### config.mk
export PLATFORM = sky130hd
export DESIGN_NAME = instrmem_fetch
export DESIGN_NICKNAME = d
export VERILOG_FILES = /design/src/rtl/instrmem_pkg.sv /design/src/rtl/instrmem_bank.sv /design/src/rtl/instrmem_fetch.sv
export SDC_FILE = /design/constraint.sdc
export NUM_CORES = 2
export LEC_CHECK = 0
export CORE_ASPECT_RATIO = 1.4
export CORE_MARGIN = 2
export CORE_UTILIZATION = 60
export CTS_CLUSTER_DIAMETER = 40
export CTS_CLUSTER_SIZE = 28
export DETAILED_ROUTE_END_ITERATION = 7
export PLACE_DENSITY = 0.79
export RECOVER_POWER = 25
export SLEW_MARGIN = 20
export SYNTH_ARGS = -nofsm -noshare
export SYNTH_HDL_FRONTEND = slang
export SYNTH_HIERARCHICAL = 1
export SYNTH_SLANG_ARGS = --single-unit
### constraint.sdc
create_clock -name clk -period 5.9 [get_ports clk]
set_input_delay 0.885 -clock clk [delete_from_list [all_inputs] [get_ports clk]]
set_output_delay 0.885 -clock clk [all_outputs]
set_load 0.03 [all_outputs]
### src/rtl/instrmem_pkg.sv
// Shared constants, error codes, FSM state constants and the parity helper
// for the writable instruction memory.
package instrmem_pkg;

  localparam logic [31:0] NOP_WORD_DEFAULT = 32'h0000_0013;

  typedef enum logic [1:0] {
    ERR_OK       = 2'd0,
    ERR_MISALIGN = 2'd1,
    ERR_RANGE    = 2'd2,
    ERR_PARITY   = 2'd3
  } err_e;

  typedef logic [0:0] state_t;
  localparam state_t ST_FILL = 1'b0;
  localparam state_t ST_RUN  = 1'b1;

  // Even parity: the stored bit makes the total count of ones even.
  function automatic logic even_parity(input logic [31:0] i_word);
    return ^i_word;
  endfunction

endpackage

### src/rtl/instrmem_bank.sv
// Instruction storage array: one synchronous read-first read port and one
// write port, both on the rising edge of clk.
module instrmem_bank #(
  parameter int DEPTH = 64,
  parameter int WIDTH = 32,
  parameter int AW    = $clog2(DEPTH)
) (
  input  logic             clk,
  input  logic             i_re,
  input  logic [AW-1:0]    i_raddr,
  output logic [WIDTH-1:0] o_rdata,
  input  logic             i_we,
  input  logic [AW-1:0]    i_waddr,
  input  logic [WIDTH-1:0] i_wdata
);

  logic [WIDTH-1:0] r_mem [DEPTH];
  logic [WIDTH-1:0] r_rdata;

  // Read and write in the same edge: the read samples the old contents.
  always_ff @(posedge clk) begin
    if (i_re) begin
      r_rdata <= r_mem[i_raddr];
    end
    if (i_we) begin
      r_mem[i_waddr] <= i_wdata;
    end
  end

  assign o_rdata = r_rdata;

endmodule

### src/rtl/instrmem_fetch.sv
// Writable instruction memory with NOP fill after reset and a registered,
// handshaked fetch port. Optional per-word parity via INSTRMEM_PARITY_EN.
module instrmem_fetch
  import instrmem_pkg::*;
#(
  parameter int          DEPTH    = 64,
  parameter logic [31:0] NOP_WORD = NOP_WORD_DEFAULT
) (
  input  logic                     clk,
  input  logic                     rst,
  input  logic                     req_valid,
  output logic                     req_ready,
  input  logic [31:0]              req_addr,
  output logic                     rsp_valid,
  input  logic                     rsp_ready,
  output logic [31:0]              rsp_data,
  output logic [1:0]               rsp_err,
  input  logic                     prog_we,
  input  logic [$clog2(DEPTH)-1:0] prog_addr,
  input  logic [31:0]              prog_data,
  output logic                     busy
);

  localparam int AW = $clog2(DEPTH);
`ifdef INSTRMEM_PARITY_EN
  localparam int WIDTH = 33;
`else
  localparam int WIDTH = 32;
`endif

  state_t           r_state;
  logic [AW-1:0]    r_fill_cnt;
  logic             r_valid;
  logic [1:0]       r_err;
  logic             r_sel_mem;
  logic             r_busy;

  logic             w_accept;
  logic             w_misalign;
  logic             w_range;
  logic [AW-1:0]    w_index;
  logic             w_wr_en;
  logic [AW-1:0]    w_wr_addr;
  logic [31:0]      w_wr_data;
  logic [WIDTH-1:0] w_bank_wdata;
  logic [WIDTH-1:0] w_bank_rdata;
  logic             w_par_bad;

  assign req_ready  = !rst && (r_state == ST_RUN) && (!r_valid || rsp_ready);
  assign w_accept   = req_valid && req_ready;
  assign w_misalign = (req_addr[1:0] != 2'b00);
  assign w_range    = ({2'b00, req_addr[31:2]} >= 32'(DEPTH));
  assign w_index    = req_addr[AW+1:2];

  // Write port owner: fill engine during FILL, program port during RUN.
  always_comb begin
    w_wr_en   = 1'b0;
    w_wr_addr = '0;
    w_wr_data = NOP_WORD;
    if (rst) begin
      w_wr_en = 1'b0;
    end else if (r_state == ST_FILL) begin
      w_wr_en   = 1'b1;
      w_wr_addr = r_fill_cnt;
      w_wr_data = NOP_WORD;
    end else begin
      w_wr_en   = prog_we;
      w_wr_addr = prog_addr;
      w_wr_data = prog_data;
    end
  end

`ifdef INSTRMEM_PARITY_EN
  assign w_bank_wdata = {even_parity(w_wr_data), w_wr_data};
  assign w_par_bad    = r_sel_mem && (even_parity(w_bank_rdata[31:0]) != w_bank_rdata[32]);
`else
  assign w_bank_wdata = w_wr_data;
  assign w_par_bad    = 1'b0;
`endif

  instrmem_bank #(
    .DEPTH (DEPTH),
    .WIDTH (WIDTH),
    .AW    (AW)
  ) u_bank (
    .clk     (clk),
    .i_re    (w_accept),
    .i_raddr (w_index),
    .o_rdata (w_bank_rdata),
    .i_we    (w_wr_en),
    .i_waddr (w_wr_addr),
    .i_wdata (w_bank_wdata)
  );

  // FSM, fill counter and the one-entry response register.
  always_ff @(posedge clk) begin
    if (rst) begin
      r_state    <= ST_FILL;
      r_fill_cnt <= '0;
      r_valid    <= 1'b0;
      r_err      <= ERR_OK;
      r_sel_mem  <= 1'b0;
      r_busy     <= 1'b1;
    end else begin
      case (r_state)
        ST_FILL: begin
          r_fill_cnt <= r_fill_cnt + AW'(1);
          if (r_fill_cnt == AW'(DEPTH - 1)) begin
            r_state <= ST_RUN;
            r_busy  <= 1'b0;
          end
        end
        ST_RUN: begin
          if (w_accept) begin
            r_valid   <= 1'b1;
            r_sel_mem <= !w_misalign && !w_range;
            if (w_misalign) begin
              r_err <= ERR_MISALIGN;
            end else if (w_range) begin
              r_err <= ERR_RANGE;
            end else begin
              r_err <= ERR_OK;
            end
          end else if (rsp_ready) begin
            r_valid <= 1'b0;
          end
        end
        default: begin
          r_state <= ST_FILL;
        end
      endcase
    end
  end

  // Error responses carry NOP; parity errors return the stored word as-is.
  always_comb begin
    rsp_data = NOP_WORD;
    rsp_err  = r_err;
    if (r_sel_mem) begin
      rsp_data = w_bank_rdata[31:0];
    end else begin
      rsp_data = NOP_WORD;
    end
    if (w_par_bad) begin
      rsp_err = ERR_PARITY;
    end else begin
      rsp_err = r_err;
    end
  end

  assign rsp_valid = r_valid;
  assign busy      = r_busy;

endmodule

* Word-level counts from Yosys, hierarchy flattened
Memories as Yosys holds them, arrays and structs flattened. A register that Yosys moved wholly into a read port is not among the register bits.
Index checks and enable logic that the tools add are counted.
Widths: inputs -> output; s select.
** Operators by class
- Add/sub/neg operators :: 1
- $lt $le $gt $ge :: 1
- Eq/ne operators :: 1
- Mux-type cells :: 15
- Bitwise operators :: 1
- Reductions and logical operators :: 14
** Operators by type and width (count)
- $mux 32 :: 3
- $ge 30x7->1 const B :: 1
- $mux 6 :: 2
- $mux 1 :: 8
- $add 6x1->6 const B :: 1
- $eq 6x6->1 const B :: 1
- $reduce_and 2->1 :: 3
- $logic_and 1x1->1 :: 4
- $logic_not 1->1 :: 4
- $mux 2 :: 2
- $reduce_bool 2->1 :: 2
- $logic_or 1x1->1 :: 1
- $not 1->1 :: 1
** Storage, ports and cells
- Register bits :: 12
- Bits in writable memories :: 2048
- Word-level logic and storage cells :: 40
- Memories kept :: 1
** Memory list
- u_bank.r_mem :: words 64, bits a word 32, read ports 1, clocked after memory_dff 1, wr ports 1, RTL line instrmem_bank.sv:17 : logic [WIDTH-1:0] r_mem [DEPTH];

* Depth between registers and ports, before layout
- Depth after elaboration :: 6
- Gate-level depth with buffers :: 10
- Gate-level depth less buffers :: 5

* Cells and area by module
The synthesis kept the hierarchy.
** Modules (own cells, without submodules)
- instrmem_bank :: times used 1, cells an instance 3324, area an instance 78835.6 um^2
- instrmem_fetch :: times used 1, cells an instance 152, area an instance 1108.6 um^2

* Least setup slack after synthesis
No wires, ideal clock.
- Kind :: input -> register
- Start :: input port rst
- End :: memory u_bank.r_mem[48][0] (enable)
- Library setup time :: 461 ps
- Data arrival time :: 4078 ps
- Required time :: 5439 ps
- Path slack :: 1361 ps
- Cell stages on the path :: 7
- Path through :: buf_4 -> clkbuf_1 -> nor2_1 -> clkbuf_1 -> nor2b_1 -> nand4b_1 -> nor3_1
** Between the ends
- Elaborated cells between the ends (all ways) :: 4
- Those cells by class :: mux: 4
** RTL lines
- from (decl) :: RTL line instrmem_fetch.sv:10 : input logic rst,
- $mux 6 :: RTL line instrmem_fetch.sv:60 : if (rst) begin
- named net w_wr_addr[3] :: RTL line instrmem_fetch.sv:43 : logic [AW-1:0] w_wr_addr;
- to (decl) :: RTL line instrmem_bank.sv:17
The timed path passes the listed nets, and every way through them passes these cells.

* Final worst setup path
- Start :: input port rst
- End :: memory u_bank.r_mem[50][17], data pin
** Between the ends
- Cells in the longest elaborated chain, start to end :: 1
** RTL lines
- $mux 32 :: RTL line instrmem_fetch.sv:60
- named net w_bank_wdata[17] :: RTL line instrmem_fetch.sv:45 : logic [WIDTH-1:0] w_bank_wdata;
The timed path passes the listed nets, and every way through them passes these cells.

==> flow_metrics.env <==
export IMPL_status="finished, violations left"
export IMPL_violations="max-capacitance violations, max-slew violations"
export IMPL_hold_class="flip-flop to flip-flop"
export IMPL_power_frac_seq_pct=56.6
export IMPL_synth_main_ff_cell="edfxtp_1"
export IMPL_dp_hpwl_um=117000
export IMPL_power_internal_mw=22.3
export IMPL_wirelength_um=201000
export IMPL_area_delta_synth_final_pct=12.0
export IMPL_clockBufferDepth=3
export IMPL_rsz0062_at_grt="no"
export IMPL_synth_top_family_by_area="multiplexers"
export IMPL_maxUsedRoutingLayer="met5"
export IMPL_crit_chain="dlygate4sd3_1 > nor2b_4 > and2_0"
export IMPL_postCtsSetupBuffers=0
export IMPL_io_buffers=111
export IMPL_drv_slew=925
export IMPL_swShare_pct=21.5
export IMPL_clk_pin_slew_ns=0.07
export IMPL_die_h_um=436
export IMPL_fp_row_count=158
export IMPL_crit_slowest_cell="and2_0"
export IMPL_hold_depth=2
export IMPL_clock_latency_ns=0.81
export IMPL_synthDistinctLibCells=45
export IMPL_placed_cells=5300
export IMPL_synth_seq_cells=2092
export IMPL_postCtsResizedCells=0
export IMPL_cp_arrival_ns=5.18
export IMPL_cts_sinks=2092
export IMPL_cp_start_kind="primary input"
export IMPL_antenna_found_initial=6
export IMPL_clockRootBuffer="clkbuf_16"
export IMPL_instances_no_fill=5611
export IMPL_finalNetCount=3780
export IMPL_pwr_density_cell_nw_per_um2=318
export IMPL_die_w_um=313
export IMPL_rr_worst_depth=2
export IMPL_critPathMaxFanout=51
export IMPL_synth_warnings=6
export IMPL_grt_pass1_wl_um=283000
export IMPL_cp_required_ns=5.99
export IMPL_crit_path_end_kind="flip-flop"
export IMPL_cts_tree="done"
export IMPL_via_count=38900
export IMPL_overflow=0
export IMPL_synth_largest_type_area_fraction_pct=78.1
export IMPL_synth_compound_area_share_pct=1.72
export IMPL_ioPinCount=112
export IMPL_synth_net_count=3552
export IMPL_initial_core_util_pct=60.4
export IMPL_yosysMostFrequentCell="edfxtp_1"
export IMPL_syn_cell_area_um2=79900
export IMPL_layout_drive_gt1_share_pct=26.8
export IMPL_first_global_vias=38700
export IMPL_dr_wl_met3_um=19600
export IMPL_syn_avg_cell_area_um2=23.0
export IMPL_worstSetupPathType="primary input to flip-flop"
export IMPL_cts_max_level=4
export IMPL_wl_met1_um=64200
export IMPL_leakage_nw=30.9
export IMPL_slew_headroom_pct=-132
export IMPL_fin_tns_setup_ns=0
export IMPL_numCtsBuffers=155
export IMPL_worstMarginPinSlew_ns=3.49
export IMPL_setup_viol=0
export IMPL_cap_violations=28
export IMPL_synth_edf_count=2080
export IMPL_syn_instance_count=3476
export IMPL_grt_max_degree=95
export IMPL_peakVddDrop_mv=0.335
export IMPL_met2_length_um=103000
export IMPL_via_per_inst=6.94
export IMPL_synth_simple_area_share_pct=2.03
export IMPL_fmax_mhz=196
export IMPL_p_clk_share_pct=39.4
export IMPL_switchingPower_mw=6.13
export IMPL_place_congestion=0.931
export IMPL_pwr_share_comb_pct=4.0
export IMPL_synthMuxAreaShare_pct=16.6
export IMPL_period_needed_ns=5.10
export IMPL_finalHoldViolCount=0
export IMPL_ant_nets=0
export IMPL_async_reset_ff_share_pct=0
export IMPL_synth_xor_area_share_pct=0.0329
export IMPL_core_area_um2=132000
export IMPL_wire_per_inst_um=35.8
export IMPL_grt_use_total_pct=29.7
export IMPL_ys_seq_area_share_pct=78.4
export IMPL_dr_pass1_iters=6
export IMPL_drt_iter0_drc=5852
export IMPL_hold_buffers=0
export IMPL_yosysTopAreaCell="edfxtp_1"
export IMPL_drc_errors=0
export IMPL_fp_dieArea_um2=136000
export IMPL_synthTopCellsByCount="edfxtp_1 (2080), mux4_2 (544), nor2_1 (153)"
export IMPL_clock_skew_ns=0.0303
export IMPL_cpPeakStageDelay_ns=2.60
export IMPL_synthAdderAreaFrac_pct=0.0157
export IMPL_finalCritPeriodShare_pct=86.4
export IMPL_netlist_top_cells_area="edfxtp_1 (78%), mux4_2 (15%), mux2i_1 (1.2%)"
[layout make-up]
cell class	count	area (µm²)
fillers	7764	42900
clock buffers	171	4130
multi-input cells	1188	16700
flip-flops and latches	2092	62700
diodes	13	32.5
repair buffers	264	2460
well taps	1760	2200
clock inverters	120	1340
inverters	3	11.3
[worst max-delay path: cells and delay by family]
family / cells / cell delay (ns)
and+or+nand+nor: 2 / 3.40
buffers and inverters: 1 / 0.82
[cells by family after synthesis]
logic type	count (synthesis)
flops	2092
mux	643
simple gates	328
compound gates	213
buf+inv	196
xor+xnor	3
fa+ha+maj	1
[metrics by stage]
step	utilization (%)	setup slack (ns)	hold WS (ns)	area, µm²	power (mW)
after detailed placement	63.5	1.28	0.469	84100	17.6
after global placement	63.5	1.27	0.465	84100	17.5
after global routing	67.6	0.751	0.500	89500	29.1
after floorplan	-	1.36	0.470	79900	17.1
final	67.6	0.803	0.476	89600	28.5
after CTS	67.6	1.55	0.480	89600	28.5
[cells in the final DEF, fill, tap and decap left out, types with 31 or more instances in the layout]
cell,count
mux4_2,544
o22ai_1,84
a21oi_1,66
mux2i_1,99
clkbuf_16,164
nand2_1,31
nor2_4,52
and2_1,34
buf_4,119
nor2_1,100
clkdlybuf4s50_1,102
edfxtp_1,2080
[power by group through the flow]
stage          Sequential, mW  Combinational, mW  Clock [mW]
2_1_floorplan            16.5              0.692           0
3_3_place_gp             16.5               1.09           0
3_5_place_dp             16.5               1.11           0
4_1_cts                  16.1               1.12        11.3
5_1_grt                  16.1               1.16        11.8
6_report                 16.1               1.13        11.2
[layer usage]
| layer | vias up | GRT usage (%) |
|---|---|---|
| li1 | 15200 | - |
| met1 | 20400 | 36.4 |
| met2 | 2730 | 50.3 |
| met3 | 546 | 5.98 |
| met4 | 2 | 16.0 |
| met5 | - | 0 |
[flip-flops by register name, summed over array words and instances, names as in the netlist]
register        flops
busy                1
r_fill_cnt          6
r_sel_mem           1
r_state             1
rsp_err             2
rsp_valid           1
u_bank/o_rdata     32
u_bank/r_mem     2048
[final timing paths]
kind	slack (ns)	start	to
min	0.48	rsp_err[1]	rsp_err[1]
max	0.80	rst	u_bank/r_mem[50][17]
max reg2reg	0.91	r_state	u_bank/r_mem[50][17]
min reg2reg	0.48	rsp_err[1]	rsp_err[1]
(Power assumes the default switching activity.)
